**config.mk**
```make
export PLATFORM = sky130hd
export DESIGN_NAME = ra_uart_rx
export DESIGN_NICKNAME = d
export VERILOG_FILES = /design/src/rtl/ra_uart_rx.sv
export SDC_FILE = /design/constraint.sdc
export NUM_CORES = 1
export LEC_CHECK = 0
export CAP_MARGIN = 15
export CORE_MARGIN = 2
export CORE_UTILIZATION = 60
export CTS_BUF_LIST = sky130_fd_sc_hd__clkbuf_16
export DETAILED_ROUTE_END_ITERATION = 16
export PLACE_DENSITY = 0.82
export SETUP_SLACK_MARGIN = 0.3
export SLEW_MARGIN = 0
export SYNTH_ARGS = -nofsm -noshare
export SYNTH_HDL_FRONTEND = slang
export SYNTH_SLANG_ARGS = --single-unit
```
**constraint.sdc**
```tcl
create_clock -name clk -period 2.6 [get_ports clk]
set_input_delay 0.52 -clock clk [delete_from_list [all_inputs] [get_ports clk]]
set_output_delay 0.52 -clock clk [all_outputs]
set_load 0.03 [all_outputs]
```
**src/rtl/ra_uart_rx.sv**
```systemverilog
`default_nettype none
// ============================================================================
// Module   : ra_uart_rx
// Purpose  : Oversampling 8N1 UART receiver with valid/ready byte output,
//            framing and overrun pulses. Optional parity: UART_RX_PARITY_EN.
// Revision : 1.0
// ============================================================================
module ra_uart_rx #(
    parameter int CLK_HZ = 100000000,
    parameter int BAUD   = 115200,
    parameter int OSR    = 16
) (
    input  logic       clk,
    input  logic       reset,
    input  logic       ser_rx,
    output logic [7:0] rx_data,
    output logic       rx_valid,
    input  logic       rx_ready,
    output logic       frame_err,
    output logic       overrun
`ifdef UART_RX_PARITY_EN
    ,
    output logic       parity_err
`endif
);

    localparam int DIV  = CLK_HZ / (BAUD * OSR);
    localparam int c_TW = (DIV > 1) ? $clog2(DIV) : 1;
    localparam int c_SW = $clog2(OSR);

    localparam logic [c_TW-1:0] c_T_LAST = c_TW'(DIV - 1);
    localparam logic [c_SW-1:0] c_S_END  = c_SW'(OSR - 1);
    localparam logic [c_SW-1:0] c_S_LO   = c_SW'(OSR / 2 - 1);
    localparam logic [c_SW-1:0] c_S_MID  = c_SW'(OSR / 2);
    localparam logic [c_SW-1:0] c_S_HI   = c_SW'(OSR / 2 + 1);

    typedef enum logic [2:0] {
        S_IDLE    = 3'd0,
        S_START   = 3'd1,
        S_DATA    = 3'd2,
        S_PARITY  = 3'd3,
        S_STOP    = 3'd4,
        S_WAIT_HI = 3'd5
    } state_t;

    state_t          r_state;
    logic            r_sync1;
    logic            r_sync2;
    logic [c_TW-1:0] r_tcnt;
    logic [c_SW-1:0] r_scnt;
    logic            r_s0;
    logic            r_s1;
    logic            r_s2;
    logic [2:0]      r_bidx;
    logic [7:0]      r_shift;
    logic            r_deliver;
    logic            w_tick;
    logic            w_start;
    logic            w_end;
    logic            w_mid;
    logic            w_maj3;
    logic            w_maj_stop;
    logic            w_par_ok;

`ifdef UART_RX_PARITY_EN
    logic            r_par;
    assign w_par_ok = ~r_par;
`else
    assign w_par_ok = 1'b1;
`endif

    assign w_tick  = (r_tcnt == c_T_LAST);
    assign w_start = (r_state == S_IDLE) && !r_sync2;
    assign w_end   = w_tick && (r_scnt == c_S_END);
    assign w_mid   = w_tick && (r_scnt == c_S_HI);
    assign w_maj3  = (r_s0 & r_s1) | (r_s0 & r_s2) | (r_s1 & r_s2);
    // The stop decision happens on the third sample tick itself, so the
    // live synchronized value stands in for the not-yet-captured r_s2.
    assign w_maj_stop = (r_s0 & r_s1) | (r_s0 & r_sync2) | (r_s1 & r_sync2);

    always_ff @(posedge clk) begin
        if (reset) begin
            r_sync1 <= 1'b1;
            r_sync2 <= 1'b1;
        end else begin
            r_sync1 <= ser_rx;
            r_sync2 <= r_sync1;
        end
    end

    always_ff @(posedge clk) begin
        if (reset || w_start || w_tick) begin
            r_tcnt <= '0;
        end else begin
            r_tcnt <= r_tcnt + 1'b1;
        end
    end

    always_ff @(posedge clk) begin
        if (reset || (r_state == S_IDLE)) begin
            r_scnt <= '0;
        end else if (w_tick) begin
            r_scnt <= (r_scnt == c_S_END) ? '0 : r_scnt + 1'b1;
        end
    end

    always_ff @(posedge clk) begin
        if (reset) begin
            r_s0 <= 1'b1;
            r_s1 <= 1'b1;
            r_s2 <= 1'b1;
        end else if (w_tick && (r_state != S_IDLE)) begin
            if (r_scnt == c_S_LO)  r_s0 <= r_sync2;
            if (r_scnt == c_S_MID) r_s1 <= r_sync2;
            if (r_scnt == c_S_HI)  r_s2 <= r_sync2;
        end
    end

    always_ff @(posedge clk) begin
        if (reset) begin
            r_state   <= S_IDLE;
            r_bidx    <= 3'd0;
            r_shift   <= 8'h00;
            r_deliver <= 1'b0;
            frame_err <= 1'b0;
`ifdef UART_RX_PARITY_EN
            r_par      <= 1'b0;
            parity_err <= 1'b0;
`endif
        end else begin
            r_deliver <= 1'b0;
            frame_err <= 1'b0;
`ifdef UART_RX_PARITY_EN
            parity_err <= 1'b0;
`endif
            case (r_state)
                S_IDLE: begin
                    if (!r_sync2) r_state <= S_START;
                end
                S_START: begin
                    if (w_end) begin
                        if (w_maj3) begin
                            r_state <= S_IDLE;
                        end else begin
                            r_state <= S_DATA;
                            r_bidx  <= 3'd0;
`ifdef UART_RX_PARITY_EN
                            r_par   <= 1'b0;
`endif
                        end
                    end
                end
                S_DATA: begin
                    if (w_end) begin
                        r_shift <= {w_maj3, r_shift[7:1]};
                        r_bidx  <= r_bidx + 3'd1;
`ifdef UART_RX_PARITY_EN
                        r_par   <= r_par ^ w_maj3;
                        if (r_bidx == 3'd7) r_state <= S_PARITY;
`else
                        if (r_bidx == 3'd7) r_state <= S_STOP;
`endif
                    end
                end
`ifdef UART_RX_PARITY_EN
                S_PARITY: begin
                    if (w_end) begin
                        r_par   <= r_par ^ w_maj3;
                        r_state <= S_STOP;
                    end
                end
`endif
                S_STOP: begin
                    if (w_mid) begin
                        if (w_maj_stop) begin
                            r_deliver <= w_par_ok;
                            r_state   <= S_IDLE;
                        end else begin
                            frame_err <= 1'b1;
                            r_state   <= S_WAIT_HI;
                        end
`ifdef UART_RX_PARITY_EN
                        parity_err <= ~w_par_ok;
`endif
                    end
                end
                S_WAIT_HI: begin
                    if (r_sync2) r_state <= S_IDLE;
                end
                default: r_state <= S_IDLE;
            endcase
        end
    end

    // A byte arriving while the holding register is full and not being
    // drained this clock is dropped; the held byte is never overwritten.
    always_ff @(posedge clk) begin
        if (reset) begin
            rx_data  <= 8'h00;
            rx_valid <= 1'b0;
            overrun  <= 1'b0;
        end else begin
            overrun <= 1'b0;
            if (r_deliver) begin
                if (!rx_valid || rx_ready) begin
                    rx_data  <= r_shift;
                    rx_valid <= 1'b1;
                end else begin
                    overrun <= 1'b1;
                end
            end else if (rx_valid && rx_ready) begin
                rx_valid <= 1'b0;
            end
        end
    end

endmodule
`default_nettype wire

```
== Yosys cells after proc, flatten, opt, wreduce, memory -nomap -nowiden ==
Index checks and enable logic that the tools add are counted.

* Add/sub/neg operators: 3
* Reductions and logical operators: 25
* Bitwise gates (word level): 12
* Equal/unequal tests: 18
* Muxes and demuxes: 20

{| class="wikitable"
|+ Operators by type and width
! kind !! number
|-
| 2-to-1 mux 3 bit || 10
|-
| case mux 3 bit (5 select lines) || 1
|-
| inequality test 2 bit, second input constant || 7
|-
| equality test 4 bit, second input constant || 3
|-
| AND reduction 2 bit || 6
|-
| equality test 3 bit, second input constant || 3
|-
| adder 6 x 1 -> 6 bit, second input constant || 1
|-
| equality test 6 bit, second input constant || 1
|-
| 2-to-1 mux 1 bit || 6
|-
| case mux 3 bit (2 select lines) || 1
|-
| AND reduction 6 bit || 1
|-
| AND 1 bit || 5
|-
| logical AND 1 bit || 5
|-
| adder 4 x 1 -> 4 bit, second input constant || 1
|-
| equality test 4 x 3 -> 1 bit, second input constant || 1
|-
| logical OR 1 bit || 4
|-
| 2-to-1 mux 4 bit || 1
|-
| OR 1 bit || 4
|-
| AND reduction 4 bit || 1
|-
| nonzero test 2 bit || 2
|-
| adder 3 x 1 -> 3 bit, second input constant || 1
|-
| equality test 3 x 1 -> 1 bit, second input constant || 1
|-
| equality test 3 x 2 -> 1 bit, second input constant || 1
|-
| zero test 3 bit || 1
|-
| 7 further kinds || 10
|}

* Input port bits: 4
* Output and inout port bits: 11
* Register bits: 41
* Logic and storage cells: 93

== Logic depth before layout (Yosys ltp) ==
Gate-level depths: netlist (run 1).

* Word-level depth: 6
* Depth in mapped cells: 7
* Mapped depth without buffers: 6

== Worst setup path after synthesis (run 1) ==
OpenSTA, ideal clock, no wires.

* Path type: reg2reg
* From: register r_scnt[0]
* To: register r_shift[2]
* Stages on the path, launching flop included: 7
* Path slack: 1075 ps
* Buffers on the path: 1
* Arrival: 1398 ps
* Data required time: 2472 ps
* Setup time: 128 ps
* Cell sequence: dfxtp_1 -> ha_1 -> and3_1 -> and4_2 -> buf_4 -> mux2i_1 -> nor2_1

* Cells in the longest elaborated chain, start to end: 3

{| class="wikitable"
|+ RTL lines
! item !! RTL line !! source
|-
| start, declared || 50 || <nowiki>logic [c_SW-1:0] r_scnt;</nowiki>
|-
| start signal, assigned || 103 || <nowiki>r_scnt <= (r_scnt == c_S_END) ? '0 : r_scnt + 1'b1;</nowiki>
|-
| equality test 4 bit || 74 || <nowiki>assign w_end = w_tick && (r_scnt == c_S_END);</nowiki>
|-
| logical AND 1 bit || 74 ||
|-
| AND reduction 2 bit (no line) || - ||
|-
| end signal, assigned || 155 || <nowiki>r_shift <= {w_maj3, r_shift[7:1]};</nowiki>
|-
| end, declared || 55 || <nowiki>logic [7:0] r_shift;</nowiki>
|}

Every way passes these cells.
A chain may end at the register's enable or synchronous reset.

== Worst setup path in the final report (run 1) ==
* From: register rx_valid
* To: output rx_valid

{| class="wikitable"
|+ RTL lines
! item !! RTL line !! source
|-
| start, declared || 17 || <nowiki>output logic rx_valid,</nowiki>
|-
| start signal, assigned || 200 || <nowiki>rx_valid <= 1'b0;</nowiki>
|-
| start signal, assigned || 207 || <nowiki>rx_valid <= 1'b1;</nowiki>
|-
| start signal, assigned || 212 || <nowiki>rx_valid <= 1'b0;</nowiki>
|}

No word-level cell between the ends.

==> run summary, run 1 <==
Outcome -> finished, final reports clean
Final GP Congestion -> 0.7916
Max Cap Viol -> 0
PortBufs -> 14
Share of cells above drive strength 1 -> 10.19%
Syn nets -> 203
DR WL/cell -> 14.83 µm
Syn Inst Count -> 192
Slew @ Worst Pin -> 592.4 ps
Hold Path Depth -> 1
CP max stage delay -> 690 ps
Critical Path RT -> 2080 ps
H-Tree Depth -> 2
Final setup skew -> 5.657 ps
CTS Root Cell -> clkbuf_16
Slowest CP cell -> clkdlybuf4s50_1
Hpwl dp -> 2.492 mm
Clock Sinks -> 41
Cells along the critical path -> clkdlybuf4s50_1
Synth area leader -> dfxtp_1
Register area share after synthesis -> 43.44%
Post-DRT Antenna Nets -> 0
Initial Util -> 62.40%
Max_slew headroom -> 60.29%
Hold Crit Class -> flop to flop
Core area -> 3028 µm²
CTS tree -> built
Ys async rst share -> 0%
Instance area at placement -> 2012 µm²
Drt pass-1 iters -> 5
FF+latch count, synth -> 41
Clk_lat worst skew -> 280 ps
CTS buffer count -> 5
Buffers and inverters on the worst path -> 1
LEAKAGE -> 0.9064 nW
Pwr/cell area -> 705.9 nW/µm²
Crit path kind -> flop to output port
Post-synth top cells -> 41 x dfxtp_1, 31 x nor2_1, 20 x mux2i_1, 9 x inv_1, 9 x nand2_1
Worst Setup End Kind -> output port
Vias per std cell -> 5.684
Worst R2R End -> r_shift[0]$_SDFFE_PP0P_
Quantity of gates resized following cts -> 0
Syn avg cell area -> 9.840 µm²
Crit Path Max Fanout -> 4
Largest cells by area after synthesis -> dfxtp_1 43%, mux2i_1 11%, nor2_1 6.2%
Vias in the first global route -> 1392
Setup tns final -> 0 ps
Cell row count -> 20
DIE AREA -> 3614 µm²
Reg2reg setup slack -> 750 ps
DRT Wirelength -> 3.707 mm
Die Ht -> 60.12 µm
Synthesis-to-finish area growth -> 15.10%
Post-Syn Area -> 1889 µm²
Total GRT Usage -> 23.53%
Most used DFF post-synth -> dfxtp_1
DRC violations left -> 0
Final setup vio count -> 0
Initial antenna violation count -> 0
Fmax -> 535.9 MHz
Final Slew Violations -> 0
Delay-heaviest family, CP -> buffers and inverters
N_diodes -> 0
Arr. time, crit path -> 1350 ps
Grt ovf -> 0
Hold Path End -> r_sync2$_SDFF_PP1_
Top cell type's share of synthesized area -> 43.44%
Via count -> 1421
CP startpoint kind -> flop
Fillers -> 239
VDD IR max -> 0.4942 mV
Post-synth cell types -> 50
Clock Pin Slew Worst Setup and Hold Paths -> 60 ps
DRT iter0 DRCs -> 50
Post-synth EDFFs -> 0
Num ports -> 15
CTS Buffer Depth -> 2
Top-count cell post-synth -> dfxtp_1
Synth warnings -> 0
Largest net degree at the start of global routing -> 20
Final hold violations -> 0
Worst Min Path Start -> r_sync1$_SDFF_PP1_
Min Tclk post-route -> 1866 ps
Die X -> 60.12 µm
Design area -> 2175 µm²
Fin nets -> 216
RSZ-0062 raised after global routing -> no
Tcrit/Tclk final -> 71.77%
Worst reg2reg path startpoint -> r_state[1]$_SDFFE_PP0P_
Cts hold-fix bufs -> 0
Reg2Reg Depth -> 4
Postcts setup bufs -> 0
First-pass GRT wire length -> 6.272 mm
[how the worst max path moves through the flow]
stage / cells after the start / slack, ps / endpoint / from
final: 1 / 730 / rx_valid / rx_valid$_SDFFE_PP0P_
after global routing: 4 / 560 / r_shift[3]$_SDFFE_PP0P_ / r_state[1]$_SDFFE_PP0P_
after CTS: 1 / 720 / rx_valid / rx_valid$_SDFFE_PP0P_
after detailed placement: 3 / 710 / r_deliver$_SDFF_PP0_ / reset
after global placement: 3 / 720 / frame_err$_SDFF_PP0_ / reset
after floorplan: 6 / 1070 / r_shift[2]$_SDFFE_PP0P_ / r_scnt[0]$_SDFFE_PP0N_
[flip-flops by register name (all words and copies together) (netlist names), 3 cells and up]
register,count
r_bidx,3
r_scnt,4
r_shift,8
r_state,3
r_tcnt,6
rx_data,8
[cell usage in the layout, fill, tap and decap left out, drive strengths merged, types with 5 or more instances in the layout]
master          n
inv            10
nor2           31
mux2i          20
dfxtp          41
nand2           9
ha              7
clkdlybuf4s50  14
clkbuf          5
a21oi           6
nor3            6
[area by class of cell]
type | instances | area [µm²] | area share [%]
clock buffer | 5 | 125.1 | 5.754
clock inverter | 3 | 37.54 | 1.726
inverter | 9 | 33.78 | 1.554
multi-input combinational | 133 | 954.7 | 43.90
sequential | 41 | 820.8 | 37.74
tap | 44 | 55.05 | 2.532
timing repair buffer | 15 | 147.6 | 6.789
[stage by stage]
stage / instances / total power [mW] / hold slack (ps) / util, % / worst slack, ps
4_1_cts: 250 / 1.541 / 412.4 / 71.82 / 719.7
2_1_floorplan: 192 / 0.8516 / 389.5 / - / 1075
3_3_place_gp: 242 / 0.8531 / 392.6 / 66.45 / 721.5
5_1_grt: 250 / 1.586 / 449.1 / 71.82 / 560.9
6_report: 250 / 1.535 / 410.4 / 71.82 / 734.0
3_5_place_dp: 242 / 0.8624 / 397.7 / 66.45 / 713.7
[logic make-up after synthesis]
group           share of synthesized area [%]
compound gates                          9.205
xor+xnor                                2.781
fa+ha+maj                               5.761
buf+inv                                 6.027
flops                                   43.44
mux                                     10.60
simple gates                            22.19
[metal layers]
layer	GRT usage, %	share of wire (%)	vias to the layer above
met3	5.844	3.8	9
met1	27.18	43	685
met5	0	0	-
met4	13.97	2.0	0
met2	38.98	52	29
li1	-	-	698
[power by group]
part           internal, mW  switching, mW  total [mW]
clock network         0.446          0.234       0.680
registers             0.647         0.0450       0.692
logic                0.0771         0.0863       0.163
(Power assumes the default switching activity.)
==> run 2: changes to the inputs <==
--- a/config.mk
+++ b/config.mk
@@ -7,10 +7,10 @@
 export LEC_CHECK = 0
 export CAP_MARGIN = 15
 export CORE_MARGIN = 2
-export CORE_UTILIZATION = 60
+export CORE_UTILIZATION = 51
 export CTS_BUF_LIST = sky130_fd_sc_hd__clkbuf_16
 export DETAILED_ROUTE_END_ITERATION = 16
-export PLACE_DENSITY = 0.82
+export PLACE_DENSITY = 0.74
 export SETUP_SLACK_MARGIN = 0.3
 export SLEW_MARGIN = 0
 export SYNTH_ARGS = -nofsm -noshare
==> constraint.sdc (replaced) <==
create_clock -name clk -period 1.6 [get_ports clk]
set_input_delay 0.32 -clock clk [delete_from_list [all_inputs] [get_ports clk]]
set_output_delay 0.32 -clock clk [all_outputs]
set_load 0.03 [all_outputs]
==> run 2 against run 1 <==
Critical path depth rose by 4. Sequential share of layout area down 4.2 points. Wire length grew 9.2%. Worst hold slack worse by 3.2 ps. Power is 76% higher. Combinational power grew to 2.6 times the previous value. Largest power group is now clock. Clock power is 69% higher.
==> run summary, run 2 (synthesis gave the netlist of run 1 again) <==
Outcome -> finished, final reports clean
Slew @ Worst Pin -> 350.4 ps
Max_slew headroom -> 76.57%
Critical Path RT -> 1760 ps
Fillers -> 248
DRT Wirelength -> 4.048 mm
Synthesis-to-finish area growth -> 31.52%
DRC violations left -> 0
CP startpoint kind -> flop
Hold Path Depth -> 1
Die X -> 64.87 µm
Initial Util -> 52.39%
Die Ht -> 64.87 µm
Post-layout power -> 2.706 mW
Clock Sinks -> 41
Grt ovf -> 0
Clock Pin Slew Worst Setup and Hold Paths -> 60 ps
Max Cap Viol -> 0
LEAKAGE -> 1.061 nW
Final GP Congestion -> 0.7845
Pwr/cell area -> 1089 nW/µm²
Core area -> 3606 µm²
First-pass GRT wire length -> 6.499 mm
Arr. time, crit path -> 1690 ps
Final setup skew -> 5.784 ps
Setup tns final -> 0 ps
Largest net degree at the start of global routing -> 18
Worst reg2reg path startpoint -> r_tcnt[3]$_SDFF_PP0_
RSZ-0062 raised after global routing -> yes
Total GRT Usage -> 19.85%
Worst R2R End -> r_s2$_SDFFE_PP1P_
DIE AREA -> 4207 µm²
CTS Buffer Depth -> 2
Tcrit/Tclk final -> 95.43%
Reg2reg setup slack -> 70 ps
Largest regs -> r_shift: 8 flops, rx_data: 8 flops, r_tcnt: 6 flops
Cell row count -> 22
Vias in the first global route -> 1421
Reg2Reg Depth -> 5
Final Slew Violations -> 0
CTS Root Cell -> clkbuf_16
Commonest non-fill, non-tap cell in the layout -> dfxtp_1
Clk_lat worst skew -> 290 ps
Post-DRT Antenna Nets -> 0
DP Cell Count -> 252
Crit path kind -> flop to flop
Drt pass-1 iters -> 6
Final hold violations -> 0
Hold Path End -> r_sync2$_SDFF_PP1_
CTS tree -> built
DRT iter0 DRCs -> 86
Hold Crit Class -> flop to flop
Num ports -> 15
Worst Min Path Start -> r_sync1$_SDFF_PP1_
PortBufs -> 14
Crit Path Max Fanout -> 5
H-Tree Depth -> 2
CTS buffer count -> 5
VDD IR max -> 0.6326 mV
Via count -> 1470
Initial antenna violation count -> 0
Min Tclk post-route -> 1527 ps
Share of cells above drive strength 1 -> 32.58%
Worst Setup End Kind -> flop
DR WL/cell -> 15.05 µm
Final Instance Count excl. Fillers -> 269
Most frequent cells in the layout -> 34 x dfxtp_1, 30 x nor2_1, 20 x mux2i_1, 10 x buf_4, 8 x inv_1
Vias per std cell -> 5.465
Fmax -> 654.9 MHz
Hpwl dp -> 2.545 mm
Final setup vio count -> 0
Fin nets -> 231
Layout Utilization -> 68.91%
N_diodes -> 0
run 2: routing by layer:
metal  share of wire [%]  track usage (%)  vias up
met5                   0                0        -
met4                 1.7            8.777        0
met3                 2.8            4.167        8
met2                  52            34.15       25
met1                  44            23.68      718
li1                    -                -      719
run 2: worst max path at each step:
| stage | from | cells past startpoint | slack, ps | to |
|---|---|---|---|---|
| after floorplan | r_tcnt[3]$_SDFF_PP0_ | 5 | 180 | frame_err$_SDFF_PP0_ |
| after global placement | reset | 3 | 50 | r_s2$_SDFFE_PP1P_ |
| after detailed placement | reset | 5 | 20 | r_tcnt[3]$_SDFF_PP0_ |
| after CTS | r_tcnt[3]$_SDFF_PP0_ | 5 | 110 | r_s2$_SDFFE_PP1P_ |
| after global routing | r_tcnt[3]$_SDFF_PP0_ | 5 | 30 | r_s2$_SDFFE_PP1P_ |
| final | r_tcnt[3]$_SDFF_PP0_ | 5 | 70 | r_s2$_SDFFE_PP1P_ |
run 2: cell type report:
cell class	instances	area (µm²)	share of cell area, %
repair buffers	30	287.8	11.58
flip-flops and latches	41	834.6	33.59
clock buffers	5	125.1	5.035
multi-input cells	133	1096	44.11
inverters	9	36.28	1.460
clock inverters	3	45.04	1.813
well taps	48	60.06	2.417
run 2: worst max-delay path, stage by stage, from the launching register on:
cell and delay, ps:
dfxtp_2 310, and4b_1 280, buf_6 150, nand4_4 100, o21a_1 180, or3_1 380
run 2: metrics by stage:
stage	area, µm²	worst slack, ps	hold WS, ps
final	2485	73.13	407.2
after global routing	2485	28.86	438.5
after CTS	2380	108.3	407.4
after detailed placement	2120	18.83	394.0
after global placement	2120	54.89	395.3
after floorplan	1951	182.6	389.5
run 2: power by group:
| group | internal, mW | total, mW | switching (mW) | leakage, nW |
|---|---|---|---|---|
| logic | 0.218 | 0.417 | 0.199 | 0.641 |
| registers | 1.05 | 1.14 | 0.0837 | 0.336 |
| clock network | 0.739 | 1.15 | 0.414 | 0.0843 |
| total | 2.01 | 2.71 | 0.697 | 1.06 |
run 2: repair_timing:
| action | CTS | global route |
|---|---|---|
| pin swaps | 4 | 12 |
| setup buffers | 3 | 5 |
| hold endpoints to repair | 0 | 0 |
| resized for setup | 41 | 21 |
| hold buffers | 0 | 0 |
| gates cloned | 1 | 0 |
| endpoints found under the setup margin | 39 | 34 |
